File: config.mk
export PLATFORM = sky130hd
export DESIGN_NAME = seq_divider_6
export DESIGN_NICKNAME = d
export VERILOG_FILES = /design/src/rtl/div_pkg.sv /design/src/rtl/div_restore_step.sv /design/src/rtl/seq_divider_6.sv
export SDC_FILE = /design/constraint.sdc
export NUM_CORES = 1
export LEC_CHECK = 0
export BUFFER_PORTS_ARGS = -buffer_cell sky130_fd_sc_hd__clkbuf_2
export CAP_MARGIN = 20
export CORE_MARGIN = 1.5
export CORE_UTILIZATION = 55
export DETAILED_ROUTE_END_ITERATION = 10
export PLACE_DENSITY = 0.79
export SYNTH_ARGS = -nofsm -noshare
export SYNTH_HDL_FRONTEND = slang
export SYNTH_SLANG_ARGS = --single-unit
File: constraint.sdc
create_clock -name clk -period 2.8 [get_ports clk]
set_clock_uncertainty 0.15 [all_clocks]
set_input_delay 0.84 -clock clk [delete_from_list [all_inputs] [get_ports clk]]
set_output_delay 0.84 -clock clk [all_outputs]
set_load 0.03 [all_outputs]
File: src/rtl/div_pkg.sv
`default_nettype none
// ============================================================================
//  div_pkg
//  Shared types and constants for the sequential restoring divider.
//  Rev 1.0 - initial release
// ============================================================================
package div_pkg;

  localparam int DIV_WIDTH = 6;
  localparam int DIV_CNT_W = $clog2(DIV_WIDTH);
  localparam logic [DIV_WIDTH-1:0] DIV0_QUOTIENT = {DIV_WIDTH{1'b1}};

  typedef enum logic [1:0] {
    IDLE = 2'd0,
    RUN  = 2'd1,
    DONE = 2'd2
  } div_state_t;

endpackage
`default_nettype wire

File: src/rtl/div_restore_step.sv
`default_nettype none
// ============================================================================
//  div_restore_step
//  One combinational restoring-division step: shift in the next dividend bit,
//  trial-subtract the divisor, and keep the difference only if non-negative.
//  Rev 1.0 - initial release
// ============================================================================
module div_restore_step #(
  parameter int WIDTH = 6
) (
  input  logic [WIDTH:0]   rem_in,
  input  logic             bit_in,
  input  logic [WIDTH-1:0] divisor,
  output logic [WIDTH:0]   rem_out,
  output logic             q_bit
);

  logic [WIDTH:0] shifted;
  logic [WIDTH:0] trial;

  // The partial remainder is always below the divisor, so its top bit is
  // zero and dropping it during the shift loses nothing.
  assign shifted = {rem_in[WIDTH-1:0], bit_in};
  assign trial   = shifted - {1'b0, divisor};

  // Restore (keep the shifted value) when the trial subtraction went negative.
  always_comb begin
    q_bit   = ~trial[WIDTH];
    rem_out = trial[WIDTH] ? shifted : trial;
  end

endmodule
`default_nettype wire

File: src/rtl/seq_divider_6.sv
`default_nettype none
// ============================================================================
//  seq_divider_6
//  Iterative restoring divider: one quotient bit per clock, start/done
//  handshake, registered quotient/remainder/div_by_zero.
//  Optional build macro SEQ_DIVIDER_SIGNED_EN selects two's-complement
//  operands (truncating division); without it the divider is unsigned only.
//  Rev 1.0 - initial release
// ============================================================================
module seq_divider_6
  import div_pkg::*;
#(
  parameter int WIDTH = DIV_WIDTH
) (
  input  logic             clk,
  input  logic             rst_n,
  input  logic             start,
  input  logic [WIDTH-1:0] dividend,
  input  logic [WIDTH-1:0] divisor,
  output logic             busy,
  output logic             done,
  output logic [WIDTH-1:0] quotient,
  output logic [WIDTH-1:0] remainder,
  output logic             div_by_zero
);

  localparam int CNT_W = (WIDTH > 2) ? $clog2(WIDTH) : 1;

  div_state_t       state;
  logic [WIDTH-1:0] q_work;
  logic [WIDTH-1:0] d_work;
  logic [WIDTH:0]   r_work;
  logic [CNT_W-1:0] count;

  logic [WIDTH:0]   r_next;
  logic             q_bit;
  logic [WIDTH-1:0] q_shift;
  logic [WIDTH-1:0] dvd_mag;
  logic [WIDTH-1:0] dvs_mag;
  logic [WIDTH-1:0] res_q;
  logic [WIDTH-1:0] res_r;

  div_restore_step #(.WIDTH(WIDTH)) u_step (
    .rem_in  (r_work),
    .bit_in  (q_work[WIDTH-1]),
    .divisor (d_work),
    .rem_out (r_next),
    .q_bit   (q_bit)
  );

  // Dividend bits leave Q at the top while quotient bits enter at the bottom.
  assign q_shift = {q_work[WIDTH-2:0], q_bit};

`ifdef SEQ_DIVIDER_SIGNED_EN
  logic neg_q;
  logic neg_r;

  // Magnitudes feed the unsigned core; the most negative value maps onto
  // itself, which reads correctly as an unsigned magnitude.
  always_comb begin
    dvd_mag = dividend[WIDTH-1] ? -dividend : dividend;
    dvs_mag = divisor[WIDTH-1]  ? -divisor  : divisor;
    res_q   = neg_q ? -q_shift : q_shift;
    res_r   = neg_r ? -r_next[WIDTH-1:0] : r_next[WIDTH-1:0];
  end

  // Result signs are captured with the operands so the fix-up needs no
  // access to the (possibly changed) input ports at completion.
  always_ff @(posedge clk) begin
    if (!rst_n) begin
      neg_q <= 1'b0;
      neg_r <= 1'b0;
    end else if (start && (state != RUN)) begin
      neg_q <= dividend[WIDTH-1] ^ divisor[WIDTH-1];
      neg_r <= dividend[WIDTH-1];
    end
  end
`else
  // Unsigned build: operands and results pass straight through.
  always_comb begin
    dvd_mag = dividend;
    dvs_mag = divisor;
    res_q   = q_shift;
    res_r   = r_next[WIDTH-1:0];
  end
`endif

  // Control FSM, working registers and registered results.
  always_ff @(posedge clk) begin
    if (!rst_n) begin
      state       <= IDLE;
      q_work      <= '0;
      d_work      <= '0;
      r_work      <= '0;
      count       <= '0;
      busy        <= 1'b0;
      done        <= 1'b0;
      quotient    <= '0;
      remainder   <= '0;
      div_by_zero <= 1'b0;
    end else begin
      case (state)
        RUN: begin
          r_work <= r_next;
          q_work <= q_shift;
          if (count == '0) begin
            state       <= DONE;
            busy        <= 1'b0;
            done        <= 1'b1;
            quotient    <= res_q;
            remainder   <= res_r;
            div_by_zero <= 1'b0;
          end else begin
            count <= count - 1'b1;
          end
        end
        default: begin
          // IDLE and DONE both accept a request, giving back-to-back issue.
          state <= IDLE;
          busy  <= 1'b0;
          done  <= 1'b0;
          if (start) begin
            q_work <= dvd_mag;
            d_work <= dvs_mag;
            r_work <= '0;
            count  <= CNT_W'(WIDTH - 1);
            if (divisor == '0) begin
              state       <= DONE;
              done        <= 1'b1;
              quotient    <= '1;
              remainder   <= dividend;
              div_by_zero <= 1'b1;
            end else begin
              state <= RUN;
              busy  <= 1'b1;
            end
          end
        end
      endcase
    end
  end

endmodule
`default_nettype wire
==> results.py, run 1 <==
metrics = {
    "outcome": {
        "outcome": "finished, final reports clean",
    },
    "logic_synthesis": {
        "synth_cells": 225,
        "synth_area_um2": 1880,
        "ys_ff_latch": 36,
        "synth_seq_area_share": 0.384,
        "synth_nets": 249,
        "ys_warn_count": 0,
        "avgSynthCellArea_um2": 8.34,
        "synth_cell_types": 49,
    },
    "drt": {
        "dr.pass1.iters": 4,
        "wl_per_cell_um": 14.6,
        "wirelength_um": 4380,
        "ant_nets": 0,
        "drt_iter0_markers": 62,
        "vias": 1749,
        "viasPerCell": 5.81,
        "drc_errors": 0,
    },
    "timing": {
        "final-hold-violation-count": 0,
        "final-setup-viol-count": 0,
        "layout_min_cycle_time_ns": 2.61,
        "rsz0062_at_grt": "no",
        "setup_tns_ns": 0,
        "fmax_mhz": 383,
        "slew_violations": 0,
        "period_share": 0.934,
        "slew_headroom": 0.596,
        "tightest_slew_ns": 0.604,
    },
    "die": {
        "num_io_pins": 30,
        "dieArea_um2": 3770,
        "start_util": 0.567,
        "die_x_um": 61.4,
        "die_h_um": 61.4,
        "rows": 21,
        "core_um2": 3310,
    },
    "worst_setup_path": {
        "worstPathArrival_ns": 2.71,
        "cp_common_cell": "inv_1",
        "path_buf_inv": 2,
        "cp_num_cells": 9,
        "reg2reg_depth": 9,
        "worst_setup_path_end_kind": "flop",
        "critPathSlowestCell": "or3b_4",
        "cp_cell_sequence": "inv_1, ha_1, inv_1, fa_1, a211oi_2, nor3_1, or3b_4, mux2i_1, o31ai_1",
        "crit_family": "compound AO/OA/AOI/OAI gates",
        "critPathKind": "reg -> reg",
        "crit_end": "remainder[3]",
        "cpPeakStageDelay_ns": 0.48,
        "r2r-end": "remainder[3]",
        "crit_path_start_kind": "flop",
        "rrSetupSlack_ns": 0.19,
        "crit_start": "q_work[5]",
        "cp.required_ns": 2.90,
        "critPathMaxFanout": 12,
        "worstReg2RegStart": "q_work[5]",
    },
    "clock_network": {
        "cts_setup_buffers": 0,
        "cts_root_buf": "clkbuf_4",
        "cts_buffer_depth": 2,
        "post_cts_resized": 0,
        "cts.sinks": 36,
        "cts_max_level": 2,
        "worstSkewPairLatency_ns": 0.34,
        "cts_tree": "yes",
        "clk_pin_slew_worst_paths_ns": 0.11,
        "cts_buffers": 5,
        "ctsHoldBuffers": 0,
    },
    "power_and_ir_drop": {
        "power_leakage_uw": 0.000876,
        "p_per_area_nw_per_um2": 633,
        "peakVddDrop_uv": 332,
    },
    "finish": {
        "area_growth_pct": 13.3,
        "num_antenna_cells": 0,
        "final_cells": 301,
        "drive_gt1_frac": 0.188,
        "layout.nets": 278,
        "final_cell_mix": "dfxtp_1 (36), clkbuf_2 (29), nor2_1 (23)",
        "final_common_cell": "dfxtp_1",
    },
    "global_routing": {
        "antenna_found_initial": 0,
        "grt_pass1_vias": 1617,
        "grt_pass1_wl_um": 7300,
        "grt_max_degree": 29,
        "track_usage": 0.259,
        "grt_overflow": 0,
    },
    "flow_run": {
        "maxCapViolations": 0,
    },
    "place": {
        "place_congestion": 0.902,
        "dp.cells": 293,
        "numPortBuffers": 29,
        "hpwlAfterDp_um": 3220,
    },
    "hold_path": {
        "hold_class": "reg -> reg",
    },
}
tightest hold or removal path: cells and delay by family, from the launching register on:
family / cells / cell delay (ns)
simple gates: 1 / 0.05
flops: 1 / 0.33
compound gates: 1 / 0.05
worst min path at each step:
stage / to / cells after the start / start
2_1_floorplan: d_work[1] / 2 / d_work[1]
3_3_place_gp: d_work[5] / 2 / d_work[5]
3_5_place_dp: d_work[5] / 2 / d_work[5]
4_1_cts: d_work[5] / 2 / d_work[5]
5_1_grt: d_work[4] / 2 / d_work[4]
6_report: d_work[5] / 2 / d_work[5]
cell families after synthesis:
kind of cell	count (synthesis)	share of synthesized area
simple gates	79	0.205
compound gates	60	0.216
flops	36	0.384
buf+inv	27	0.0580
mux	11	0.0587
fa+ha+maj	9	0.0640
xor+xnor	3	0.0140
registers in the layout, indices dropped and copies added (netlist names):
name,flops
busy,1
count,3
d_work,6
div_by_zero,1
done,1
q_work,6
quotient,6
r_work,6
remainder,6
synthesized netlist by cell type (all sizes together):
master / n / area (µm²)
a2111o: 1 / 11.3
a211oi: 8 / 65.1
a21oi: 18 / 93.8
a221oi: 1 / 8.76
a22oi: 1 / 7.51
a31oi: 5 / 37.5
and2: 2 / 12.5
buf: 3 / 18.8
clkbuf: 9 / 33.8
dfxtp: 36 / 721
fa: 1 / 20.0
ha: 8 / 100
inv: 15 / 56.3
mux2i: 11 / 110
nand2: 22 / 82.6
nand2b: 4 / 25.0
nand3: 9 / 45.0
nand3b: 1 / 7.51
nand4: 2 / 12.5
nand4b: 1 / 8.76
nor2: 23 / 86.3
nor2b: 1 / 6.26
nor3: 5 / 25.0
nor3b: 3 / 22.5
nor4: 1 / 6.26
nor4bb: 1 / 10.0
o2111ai: 2 / 17.5
o211a: 1 / 10.0
o211ai: 1 / 7.51
o21a: 3 / 22.5
o21ai: 10 / 50.0
o221ai: 1 / 8.76
o22ai: 1 / 6.26
o311ai: 2 / 17.5
o31ai: 2 / 15.0
o32ai: 3 / 26.3
or3: 1 / 6.26
or3b: 3 / 28.8
xnor2: 1 / 8.76
xor2: 2 / 17.5
final cells by class:
type / count / area (µm²)
fillers: 308 / 1180
multi-input cells: 162 / 1050
flip-flops and latches: 36 / 721
repair buffers: 34 / 183
well taps: 46 / 57.6
inverters: 15 / 56.3
clock buffers: 6 / 51.3
clock inverters: 2 / 10.0
through the flow:
stage               cell area [µm²]  setup WS (ns)  hold slack [ns]  total power [µW]   util
floorplan                      1880          0.385            0.286               969      -
global placement               2060          0.343            0.294              1050  0.624
detailed placement             2060          0.216            0.300              1060  0.624
CTS                            2130          0.202            0.315              1340  0.642
global route                   2130         0.0328            0.330              1420  0.642
finish                         2130          0.186            0.316              1350  0.642
power breakdown:
| group | leakage (µW) | switching [µW] | internal, µW |
|---|---|---|---|
| sequential | 0.000294 | 37.7 | 558 |
| clock | 0.0000380 | 174 | 119 |
| combinational | 0.000543 | 276 | 181 |
metal layers:
layer | track usage | wire [µm] | part of all wire | up-vias
met2 | 0.410 | 2080 | 0.48 | 53
met4 | 0.112 | 80 | 0.018 | 0
met3 | 0.0588 | 167 | 0.038 | 8
li1 | - | - | - | 866
met1 | 0.339 | 2050 | 0.47 | 822
met5 | 0 | 0 | 0 | -
No activity file was read; power rests on OpenSTA's default activity.
==> run 2, diff against run 1 <==
SYNTH_HIERARCHICAL = 1   (was unset)
==> run 2 against run 1 <==
Clock power up 25%; synthesized cell count is 6.7% lower; cell area rose by 4.0%; via count fell by 8.9%; combinational power down 3%; die area is 0.13% lower; critical path depth increased by 5; sequential share of layout area shrank 1.2 points; fmax down 0.84%; total power up 3.8%; largest cell class unchanged; largest power group unchanged.
==> results.py, run 2 <==
metrics = {
    "outcome": {
        "outcome": "finished, final reports clean",
    },
    "die": {
        "rows": 21,
        "dieArea_um2": 3770,
        "die_x_um": 61.4,
        "core_um2": 3310,
        "die_h_um": 61.4,
        "num_io_pins": 30,
        "start_util": 0.566,
    },
    "place": {
        "hpwlAfterDp_um": 2860,
        "dpl_worst_slack_ns": -0.125,
        "numPortBuffers": 29,
        "place_congestion": 0.864,
        "placed_area_um2": 2060,
    },
    "worst_setup_path": {
        "worstReg2RegStart": "q_work[5]",
        "reg2reg_depth": 14,
        "r2r-end": "remainder[3]",
        "worst_setup_path_end_kind": "flop",
        "rrSetupSlack_ns": 0.16,
        "crit_path_start_kind": "flop",
        "worstPathArrival_ns": 2.71,
        "critPathMaxFanout": 7,
        "cp.required_ns": 2.88,
        "critPathKind": "reg -> reg",
    },
    "logic_synthesis": {
        "avgSynthCellArea_um2": 8.93,
        "ys_warn_count": 6,
        "synth_cells": 210,
        "synth_area_um2": 1870,
        "synth_nets": 235,
    },
    "drt": {
        "drc_errors": 0,
        "viasPerCell": 5.53,
        "dr.pass1.iters": 5,
        "wl_per_cell_um": 13.7,
        "drt_iter0_markers": 74,
        "wirelength_um": 3940,
        "ant_nets": 0,
        "vias": 1594,
    },
    "power_and_ir_drop": {
        "p_clk_frac": 0.262,
        "peakVddDrop_uv": 450,
        "pwr-share-comb": 0.317,
        "switching_power_uw": 459,
        "p_int_uw": 938,
        "p_sw_frac": 0.329,
        "power_leakage_uw": 0.000991,
        "p_per_area_nw_per_um2": 632,
        "seq_power_share": 0.421,
    },
    "timing": {
        "setup_tns_ns": 0,
        "final-setup-viol-count": 0,
        "layout_min_cycle_time_ns": 2.64,
        "slew_violations": 0,
        "slew_headroom": 0.579,
        "setup_slack_ns": 0.164,
        "tightest_slew_ns": 0.632,
        "fmax_mhz": 379,
        "period_share": 0.941,
        "rsz0062_at_grt": "no",
        "final-hold-violation-count": 0,
    },
    "hold_path": {
        "hold_class": "reg -> reg",
        "min_to": "d_work[4]",
        "min_path_cells": 2,
        "min_from": "d_work[4]",
    },
    "finish": {
        "num_antenna_cells": 0,
        "finish.utilization": 0.668,
        "layout.nets": 266,
        "area_growth_pct": 18.0,
        "drive_gt1_frac": 0.256,
        "final_area_um2": 2210,
        "final_cell_mix": "dfxtp_1 (34), clkbuf_2 (29), nand2_1 (17)",
        "final_common_cell": "dfxtp_1",
    },
    "clock_network": {
        "cts_root_buf": "clkbuf_4",
        "worstSkewPairLatency_ns": 0.35,
        "ctsHoldBuffers": 0,
        "cts_max_level": 2,
        "cts_buffers": 5,
        "clk_pin_slew_worst_paths_ns": 0.11,
        "cts.sinks": 36,
        "cts_buffer_depth": 2,
        "cts_tree": "yes",
    },
    "global_routing": {
        "busiest_layer": "met2",
        "use_met1": 0.291,
        "grt_pass1_wl_um": 6310,
        "antenna_found_initial": 0,
        "grt_pass1_vias": 1396,
        "grtUsageMet2": 0.380,
        "grt_max_degree": 37,
        "track_usage": 0.229,
        "grt_overflow": 0,
        "met3_usage": 0.0567,
    },
    "flow_run": {
        "maxCapViolations": 0,
    },
}
[run 2: critical path, cell delays in order (launching register included)]
cell	delay, ns
dfxtp_2	0.35
inv_1	0.06
ha_4	0.16
fa_2	0.36
nor2b_1	0.16
o31a_2	0.16
o21ai_1	0.05
nand2b_1	0.11
ha_4	0.22
clkinvlp_4	0.13
nor3b_2	0.06
a21oi_1	0.15
o311ai_2	0.14
mux2i_1	0.17
a21oi_1	0.08
[run 2: area by class of cell]
cell class	instances	area [µm²]
fill	305	1100
clock inverter	3	42.5
timing repair buffer	39	220
sequential	36	723
inverter	11	45.0
tap	46	57.6
clock buffer	5	37.5
multi-input combinational	148	1080
[run 2: routing by layer]
layer,wire length [µm],share of wire
met5,0,0
met4,68,0.017
met3,113,0.029
met2,1910,0.49
met1,1850,0.47
[run 2: repair_timing]
action                                  CTS  global route
pin swaps                                 0             1
setup buffers                             0             3
gates resized for setup                   2            10
endpoints found under the setup margin    2             9
cloned                                    0             0
endpoints found under the hold margin     0             0
[run 2: how the worst max path moves through the flow]
stage / to / depth (start not counted) / slack (ns) / from
after CTS: r_work[5] / 12 / 0.001 / q_work[5]
after global routing: remainder[4] / 12 / 0.01 / d_work[2]
after detailed placement: remainder[3] / 12 / -0.12 / q_work[5]
final: remainder[3] / 14 / 0.16 / q_work[5]
after floorplan: remainder[3] / 11 / 0.05 / d_work[2]
after global placement: remainder[3] / 12 / 0.06 / q_work[5]
[run 2: through the flow]
step	instances	hold slack, ns	power, µW
after global placement	277	0.305	982
after CTS	285	0.325	1360
after global routing	288	0.346	1470
after floorplan	210	0.293	889
after detailed placement	277	0.310	989
final	288	0.320	1400
[run 2: power by group through the flow]
stage / clock (µW) / sequential, µW / combinational [µW]
finish: 366 / 588 / 443
global route: 388 / 595 / 490
CTS: 370 / 587 / 399
detailed placement: 0 / 598 / 390
global placement: 0 / 597 / 385
floorplan: 0 / 630 / 259
==> run 3, diff against run 2 <==
CORE_MARGIN = unset   (was 1.5)
CORE_UTILIZATION = 45   (was 55)
PLACE_DENSITY = 0.67   (was 0.79)
SETUP_SLACK_MARGIN = 0.15   (was unset)
==> run 3 against run 2 <==
Total power up 7.3%; sequential cell count unchanged; cell area up 3.5%; register-to-register slack better by 0.08 ns; via count down 1.0%; largest cell class unchanged; fmax up 3.0%; clock power up 23%; combinational power up 4%; highest routed layer unchanged.
==> results.py, run 3 (synthesized netlist as in run 2, its figures left out) <==
metrics = {
    "outcome": {
        "outcome": "finished, final reports clean",
    },
    "power_and_ir_drop": {
        "switching_power_uw": 471,
        "seq_power_share": 0.393,
        "fin_total_pwr_uw": 1500,
        "p_int_uw": 1030,
        "pwr-share-comb": 0.307,
        "p_clk_frac": 0.300,
        "power_leakage_uw": 0.00103,
        "p_sw_frac": 0.314,
        "p_per_area_nw_per_um2": 656,
        "peakVddDrop_uv": 355,
    },
    "timing": {
        "setup_tns_ns": 0,
        "final-hold-violation-count": 0,
        "final-setup-viol-count": 0,
        "period_share": 0.914,
        "slew_violations": 0,
        "layout_min_cycle_time_ns": 2.56,
        "fmax_mhz": 391,
        "slew_headroom": 0.593,
        "rsz0062_at_grt": "yes",
        "tightest_slew_ns": 0.611,
    },
    "die": {
        "die_h_um": 66.5,
        "num_io_pins": 30,
        "rows": 23,
        "core_um2": 4000,
        "start_util": 0.469,
        "dieArea_um2": 4430,
        "die_x_um": 66.5,
    },
    "finish": {
        "finish.utilization": 0.572,
        "layout.nets": 268,
        "final_cells": 294,
        "num_antenna_cells": 0,
        "area_growth_pct": 22.0,
        "final_cell_mix": "dfxtp_1 (32), clkbuf_2 (29), nand2_1 (17)",
        "multi_input_area_um2": 1110,
        "seq_area_um2": 726,
        "final_area_um2": 2290,
        "drive_gt1_frac": 0.287,
        "final_common_cell": "dfxtp_1",
        "n_fill_cell": 375,
    },
    "drt": {
        "viasPerCell": 5.37,
        "dr.pass1.iters": 4,
        "ant_nets": 0,
        "drc_errors": 0,
        "drt_iter0_markers": 42,
        "wirelength_um": 4120,
        "vias": 1578,
        "wl_per_cell_um": 14.0,
    },
    "clock_network": {
        "cts_max_level": 2,
        "cts_buffers": 5,
        "cts_root_buf": "clkbuf_8",
        "clk_pin_slew_worst_paths_ns": 0.08,
        "cts.sinks": 36,
        "ctsHoldBuffers": 0,
        "worstSkewPairLatency_ns": 0.29,
        "cts_tree": "yes",
        "cts_buffer_depth": 2,
    },
    "worst_setup_path": {
        "crit_end": "remainder[2]",
        "worstPathArrival_ns": 2.59,
        "rrSetupSlack_ns": 0.24,
        "r2r-end": "remainder[2]",
        "worst_setup_path_end_kind": "flop",
        "critPathKind": "reg -> reg",
        "crit_path_start_kind": "flop",
        "cp.required_ns": 2.83,
        "critPathMaxFanout": 4,
        "worstReg2RegStart": "q_work[5]",
        "crit_start": "q_work[5]",
        "reg2reg_depth": 12,
    },
    "place": {
        "dp.cells": 281,
        "hpwlAfterDp_um": 2870,
        "numPortBuffers": 29,
        "placed_area_um2": 2060,
        "place_congestion": 0.822,
    },
    "global_routing": {
        "grt_pass1_vias": 1440,
        "grt_max_degree": 37,
        "grt_pass1_wl_um": 6710,
        "antenna_found_initial": 0,
        "track_usage": 0.204,
        "grt_overflow": 0,
    },
    "hold_path": {
        "hold_class": "reg -> reg",
    },
    "flow_run": {
        "maxCapViolations": 0,
    },
}
run 3: per-layer routing:
| layer | part of all wire | GRT usage |
|---|---|---|
| met4 | 0.016 | 0.0798 |
| met3 | 0.049 | 0.0462 |
| met5 | 0 | 0 |
| met2 | 0.48 | 0.335 |
| met1 | 0.45 | 0.256 |
run 3: power groups by stage:
stage	clock network (µW)	registers, µW	logic (µW)
after floorplan	0	630	262
after global placement	0	598	391
after detailed placement	0	598	394
after CTS	463	587	409
after global routing	481	595	509
final	450	590	460
run 3: how the worst min path moves through the flow:
stage	cells past startpoint	slack [ns]	startpoint	to
floorplan	2	0.29	d_work[4]	d_work[4]
global placement	2	0.31	d_work[4]	d_work[4]
detailed placement	2	0.31	d_work[5]	d_work[5]
CTS	2	0.32	d_work[2]	d_work[2]
global route	2	0.34	d_work[2]	d_work[2]
finish	2	0.32	d_work[2]	d_work[2]
run 3: what timing repair did:
action / CTS / global route
hold endpoints to repair: 0 / 0
setup buffers: 1 / 4
cloned: 0 / 0
gates resized for setup: 4 / 16
endpoints found under the setup margin: 4 / 12
pin swaps: 1 / 6
run 3: critical path, stage by stage, from the launching register on:
cell      delay [ns]
dfxtp_2         0.33
inv_2           0.06
ha_4            0.13
fa_2            0.21
nor2b_2         0.05
o31a_2          0.34
o21ai_2         0.13
nand2b_1        0.10
ha_4            0.31
buf_6           0.11
mux2_4          0.30
mux2i_1         0.15
a21oi_1         0.08
run 3: through the flow:
stage,hold slack (ns),worst slack (ns)
floorplan,0.293,0.208
global placement,0.307,0.168
detailed placement,0.311,0.127
CTS,0.321,0.140
global route,0.343,0.0927
finish,0.315,0.240
run 3: final cells by class:
cell class                      instances  share of cell area
Multi-Input combinational cell        148               0.485
Sequential cell                        36               0.317
Timing Repair Buffer                   41               0.104
Clock buffer                            6              0.0317
Tap cell                               50              0.0274
Inverter                               11              0.0191
Clock inverter                          2              0.0153
